## src/rtl/bcd_convert_seq_if.sv

```systemverilog
// Handshake bundle for bcd_convert_seq: binary value in, packed BCD digits plus
// an error flag and a leading-zero blanking mask out.
interface bcd_convert_seq_if #(
    parameter int BIN_W  = 7,
    parameter int DIGITS = 2
);
    logic                  in_valid;
    logic                  in_ready;
    logic [BIN_W-1:0]      num;
    logic                  out_valid;
    logic                  out_ready;
    logic [4*DIGITS-1:0]   bcd_code;
    logic                  err;
    logic [DIGITS-1:0]     blank_mask;

    modport master (
        output in_valid, num, out_ready,
        input  in_ready, out_valid, bcd_code, err, blank_mask
    );

    modport slave (
        input  in_valid, num, out_ready,
        output in_ready, out_valid, bcd_code, err, blank_mask
    );
endinterface

```

## src/rtl/bcd_convert_seq.sv

```systemverilog
// Sequential binary-to-BCD converter using double-dabble, one input bit per clock,
// with fixed BIN_W-cycle latency and registered results held until taken.
module bcd_convert_seq #(
    parameter int         BIN_W   = 7,
    parameter int         DIGITS  = 2,
    parameter int         MAX_VAL = 81,
    parameter logic [3:0] ERR_NIB = 4'hB
) (
    input  logic             clk,
    input  logic             rst_n,
    bcd_convert_seq_if.slave bus
);
    localparam int ACC_W = 4 * DIGITS;
    localparam int CNT_W = $clog2(BIN_W + 1);
    localparam logic [BIN_W-1:0] MAX_NUM = BIN_W'(MAX_VAL);

    if ((MAX_VAL >= (2 ** BIN_W)) || (MAX_VAL > ((10 ** DIGITS) - 1))) begin : g_param_check
        $error("bcd_convert_seq: MAX_VAL does not fit BIN_W or DIGITS");
    end

    typedef enum logic [1:0] {
        IDLE,
        CONV,
        HOLD
    } state_t;

    state_t             state_q, state_d;
    logic [BIN_W-1:0]   shift_q, shift_d;
    logic [ACC_W-1:0]   acc_q, acc_d;
    logic [CNT_W-1:0]   cnt_q, cnt_d;
    logic               range_err_q, range_err_d;
    logic               out_valid_q, out_valid_d;
    logic [ACC_W-1:0]   bcd_q, bcd_d;
    logic               err_q, err_d;
    logic [DIGITS-1:0]  mask_q, mask_d;

    logic [ACC_W-1:0]   adj;
    logic [ACC_W-1:0]   step_acc;
    logic [DIGITS-1:0]  result_mask;
    logic               zero_run;
    logic               in_ready;

    // Ready is suppressed while reset is asserted, not just after it.
    assign in_ready = (state_q == IDLE) && rst_n;

    always_comb begin
        state_d     = state_q;
        shift_d     = shift_q;
        acc_d       = acc_q;
        cnt_d       = cnt_q;
        range_err_d = range_err_q;
        out_valid_d = out_valid_q;
        bcd_d       = bcd_q;
        err_d       = err_q;
        mask_d      = mask_q;

        adj = acc_q;
        for (int i = 0; i < DIGITS; i++) begin
            if (acc_q[4*i +: 4] >= 4'd5) begin
                adj[4*i +: 4] = acc_q[4*i +: 4] + 4'd3;
            end
        end
        step_acc = {adj[ACC_W-2:0], shift_q[BIN_W-1]};

        // A digit is blanked only if it and every digit above it are zero.
        zero_run    = 1'b1;
        result_mask = '0;
        for (int i = DIGITS - 1; i >= 1; i--) begin
            zero_run       = zero_run & (step_acc[4*i +: 4] == 4'd0);
            result_mask[i] = zero_run;
        end

        case (state_q)
            IDLE: begin
                if (bus.in_valid && in_ready) begin
                    shift_d     = bus.num;
                    acc_d       = '0;
                    cnt_d       = CNT_W'(BIN_W);
                    range_err_d = (bus.num > MAX_NUM);
                    state_d     = CONV;
                end
            end
            CONV: begin
                acc_d   = step_acc;
                shift_d = shift_q << 1;
                cnt_d   = cnt_q - CNT_W'(1);
                if (cnt_q == CNT_W'(1)) begin
                    out_valid_d = 1'b1;
                    state_d     = HOLD;
                    if (range_err_q) begin
                        bcd_d  = {DIGITS{ERR_NIB}};
                        err_d  = 1'b1;
                        mask_d = '0;
                    end else begin
                        bcd_d  = step_acc;
                        err_d  = 1'b0;
                        mask_d = result_mask;
                    end
                end
            end
            HOLD: begin
                if (bus.out_ready) begin
                    out_valid_d = 1'b0;
                    state_d     = IDLE;
                end
            end
            default: state_d = IDLE;
        endcase
    end

    always_ff @(posedge clk or negedge rst_n) begin
        if (!rst_n) begin
            state_q     <= IDLE;
            shift_q     <= '0;
            acc_q       <= '0;
            cnt_q       <= '0;
            range_err_q <= 1'b0;
            out_valid_q <= 1'b0;
            bcd_q       <= '0;
            err_q       <= 1'b0;
            mask_q      <= '0;
        end else begin
            state_q     <= state_d;
            shift_q     <= shift_d;
            acc_q       <= acc_d;
            cnt_q       <= cnt_d;
            range_err_q <= range_err_d;
            out_valid_q <= out_valid_d;
            bcd_q       <= bcd_d;
            err_q       <= err_d;
            mask_q      <= mask_d;
        end
    end

    assign bus.in_ready   = in_ready;
    assign bus.out_valid  = out_valid_q;
    assign bus.bcd_code   = bcd_q;
    assign bus.err        = err_q;
    assign bus.blank_mask = mask_q;
endmodule

```

## src/flat_wrapper.sv

```systemverilog
// flat-port wrapper written by rule: the top's interface ports become plain ports
module bcd_convert_seq_flat 
#(
    parameter int         BIN_W   = 7,
    parameter int         DIGITS  = 2,
    parameter int         MAX_VAL = 81,
    parameter logic [3:0] ERR_NIB = 4'hB
)
  (clk, rst_n, bus_in_valid, bus_num, bus_out_ready, bus_in_ready, bus_out_valid, bus_bcd_code, bus_err, bus_blank_mask);
  bcd_convert_seq_if #(.BIN_W(BIN_W), .DIGITS(DIGITS)) bus_i ();
  input  logic clk;
  input  logic rst_n;
  input wire logic [$bits(bus_i.in_valid)-1:0] bus_in_valid;
  input wire logic [$bits(bus_i.num)-1:0] bus_num;
  input wire logic [$bits(bus_i.out_ready)-1:0] bus_out_ready;
  output wire logic [$bits(bus_i.in_ready)-1:0] bus_in_ready;
  output wire logic [$bits(bus_i.out_valid)-1:0] bus_out_valid;
  output wire logic [$bits(bus_i.bcd_code)-1:0] bus_bcd_code;
  output wire logic [$bits(bus_i.err)-1:0] bus_err;
  output wire logic [$bits(bus_i.blank_mask)-1:0] bus_blank_mask;
  assign bus_i.in_valid = bus_in_valid;
  assign bus_i.num = bus_num;
  assign bus_i.out_ready = bus_out_ready;
  assign bus_in_ready = bus_i.in_ready;
  assign bus_out_valid = bus_i.out_valid;
  assign bus_bcd_code = bus_i.bcd_code;
  assign bus_err = bus_i.err;
  assign bus_blank_mask = bus_i.blank_mask;
  bcd_convert_seq #(.BIN_W(BIN_W), .DIGITS(DIGITS), .MAX_VAL(MAX_VAL), .ERR_NIB(ERR_NIB)) u_core (.clk(clk), .rst_n(rst_n), .bus(bus_i));
endmodule
```

## config.mk

```make
export PLATFORM = sky130hd
export DESIGN_NAME = bcd_convert_seq_flat
export DESIGN_NICKNAME = d
export VERILOG_FILES = /design/src/rtl/bcd_convert_seq_if.sv /design/src/rtl/bcd_convert_seq.sv /design/src/flat_wrapper.sv
export SDC_FILE = /design/constraint.sdc
export NUM_CORES = 1
export LEC_CHECK = 0
export ABC_AREA = 1
export BUFFER_PORTS_ARGS = -buffer_cell sky130_fd_sc_hd__buf_2
export CAP_MARGIN = 5
export CORE_MARGIN = 5
export CORE_UTILIZATION = 43
export DETAILED_ROUTE_END_ITERATION = 10
export GPL_TIMING_DRIVEN = 0
export PLACE_DENSITY = 0.71
export SETUP_SLACK_MARGIN = 0.1
export SLEW_MARGIN = 0
export SYNTH_ARGS = -nofsm -noshare
export SYNTH_HDL_FRONTEND = slang
export SYNTH_SLANG_ARGS = --single-unit
```

## constraint.sdc

```tcl
create_clock -name clk -period 1.45 [get_ports clk]
set_clock_uncertainty 0.2 [all_clocks]
set_input_delay 0.2175 -clock clk [delete_from_list [all_inputs] [get_ports clk]]
set_output_delay 0.2175 -clock clk [all_outputs]
set_load 0.01 [all_outputs]
```

==> impl_metrics.csv <==
group,metric,value,unit
pwr,max-vdd-ir-drop,1100,uV
grt,grt-ovfl-total,0,
worst_setup_path,worst-path-max-fanout,5,
worst_setup_path,cp.required,1.41,ns
synthesis,synthCells,191,
clock_network,cts_tree,"yes",
floorplanning,die_w,71.0,um
placed_design,place_ws,-0.578,ns
floorplanning,io-pin-count,24,
flow_run,cap_violations,0,
sta,fin_crit_sh,105,%
cells_and_area,layout_commonest_cell,"nand2_1",
placed_design,port_buffers,22,
cells_and_area,nNetsFinal,268,
clock_network,clock_latency,0.28,ns
worst_setup_path,arrival,1.48,ns
clock_network,hold_buffers,3,
synthesis,syn_nets,208,
drt,drt_iter0_drc,72,
clock_network,numCtsBuffers,5,
drt,drc,0,
drt,wirelength,4.25,mm
synthesis,yosysSeqAreaShare,50.1,%
synthesis,synth_seq_cells,32,
sta,fmax,0.656,GHz
sta,min_period,1.52,ns
grt,grt_max_degree,34,
worst_hold_path,hold_path_class,"in -> async",
drt,drt_pass1_iterations,4,
cells_and_area,layoutNonFillerInstCount,300,
cells_and_area,fill_cells,282,
placed_design,dp_hpwl,2.30,mm
drt,post_drt_via_cell_ratio,4.88,
pwr,totalPowerFinal,6090,uW
floorplanning,initial_core_util,44.0,%
floorplanning,core,0.00363,mm^2
clock_network,clockRootBuffer,"clkbuf_8",
pwr,power_density,2500,mW/mm^2
pwr,power_leakage,0.00118,uW
synthesis,yosysTopAreaCell,"dfrtp_1",
cells_and_area,layout_common_cells,"31 x nand2_1, 30 x dfrtp_1, 22 x buf_4, 21 x buf_2, 20 x nand2_2",
synthesis,yosysWarnings,0,
cells_and_area,syn2layout_area_growth,52.3,%
drt,ant_nets,0,
worst_setup_path,endpoint_kind,"register",
synthesis,yosysUniqueCellTypes,26,
sta,grt_setup_unrepaired,"true",
floorplanning,die-area,0.00503,mm^2
synthesis,synth_area_per_cell,8.37,um^2
sta,hold_viol_final,32,
grt,grt_usage,16.9,%
grt,grt_pass1_vias,1484,
synthesis,yosysTopAreaCellShare,50.1,%
floorplanning,rows,22,
floorplanning,die_h,71.0,um
synthesis,ys_top_cells_by_area,"dfrtp_1 50%, nand2_1 13%, inv_1 5.6%, ha_1 4.7%, nor2_1 3.3%",
placed_design,place_inst,261,
grt,antenna_found_initial,0,
cells_and_area,layout-drive-gt1-share,53.2,%
grt,grt_pass1_wl,6.76,mm
status,status,"finished, violations left",
worst_setup_path,crit_type,"reg -> reg",
sta,setup_tns,-0.796,ns
cells_and_area,diodes,0,
clock_network,cts_buffer_depth,2,
sta,whs,-0.327,ns
sta,fin_ws,-0.0741,ns
clock_network,clkSlewWorstSetupHoldPaths,0.07,ns
status,violations,"negative hold slack, negative setup slack",
synthesis,syn_area,0.00160,mm^2
placed_design,place.gp.congestion,0.746,
worst_setup_path,crit_path_start_kind,"register",
clock_network,numClockSinks,32,
drt,wl_per_cell,14.2,um
sta,slew_viol_final,0,
sta,setup_viol,16,
clock_network,h-tree-depth,2,
drt,vias,1464,
[final cells by class]
type,count,area (um^2),area share [%]
Clock buffer,7,76.3,3.14
Sequential cell,32,803,33.0
Buffer,4,48.8,2.01
Inverter,28,115,4.73
Multi-Input combinational cell,127,925,38.0
Clock inverter,1,5.00,0.206
Timing Repair Buffer,53,400,16.5
Tap cell,48,60.1,2.47
[state kept, by name, summed over array words and instances, names as in the netlist]
name                   cells
u_core.bus.bcd_code        8
u_core.bus.err             1
u_core.bus.out_valid       1
u_core.cnt_q               3
u_core.shift_q             7
u_core.bus.blank_mask      1
u_core.range_err_q         1
u_core.state_q             2
u_core.acc_q               8
[worst max-delay path: stages, from the launching register on]
cell,delay (ns)
dfrtp_2,0.46
nor3b_4,0.20
nand2_2,0.12
nand2_4,0.13
buf_6,0.12
buf_8,0.11
o22ai_2,0.05
[final timing paths]
kind	endpoint	startpoint	slack, ns	depth (start not counted)
max in group asynchronous	u_core.state_q[0]$_DFFE_PN0P_	rst_n	1.05	1
min reg2reg	u_core.bus.bcd_code[6]$_DFFE_PN0P_	u_core.bus.bcd_code[6]$_DFFE_PN0P_	0.28	2
max	u_core.acc_q[3]$_DFFE_PN0P_	u_core.state_q[1]$_DFFE_PN0P_	-0.07	6
min	u_core.bus.bcd_code[2]$_DFFE_PN0P_	rst_n	-0.33	1
min in group clk	u_core.shift_q[5]$_DFFE_PN0P_	bus_num[5]	0.02	3
max reg2reg	u_core.acc_q[3]$_DFFE_PN0P_	u_core.state_q[1]$_DFFE_PN0P_	-0.07	6
[cells by family after synthesis]
| logic type | count (synthesis) | synth area share [%] |
|---|---|---|
| flops | 32 | 50.1 |
| compound gates | 32 | 11.1 |
| other cells | 1 | 0.235 |
| buf+inv | 32 | 8.53 |
| simple gates | 88 | 25.3 |
| fa+ha+maj | 6 | 4.70 |
[power breakdown]
group / switching (uW) / internal [uW]
Combinational: 2060 / 1730
Clock: 322 / 336
Sequential: 322 / 1330
Total: 2700 / 3390
[synth_stat cells, drive strengths merged]
master and instances:
o21a 1, a21oi 4, nand4 2, nand3 9
a31oi 1, nor2 17, ha 6, nor3 1
o22ai 3, o211ai 3, o31ai 1, inv 28
nand2 58, buf 4, dfrtp 32, conb 1
nor3b 1, o21ai 19
[stage by stage]
stage	util [%]	hold slack, ns	area [um^2]
CTS	63.3	-0.315	2300
detailed placement	50.3	0.127	1830
floorplan	-	-0.278	1660
global route	67.0	-0.299	2430
global placement	50.3	0.123	1830
finish	67.0	-0.327	2430
[metal layers]
layer / GRT usage, % / vias up / wire length, um
met2: 29.2 / 24 / 2250
met5: 0 / - / 0
met3: 4.12 / 7 / 146
met4: 4.38 / 0 / 56
met1: 21.2 / 711 / 1800
li1: - / 722 / -
[timing repair]
item	CTS	global route
pin swaps	24	10
gates cloned	1	0
setup endpoints to repair	31	31
resized for setup	52	27
hold endpoints to repair	35	32
buffers inserted	19	9
No activity file was read; power rests on OpenSTA's default activity.
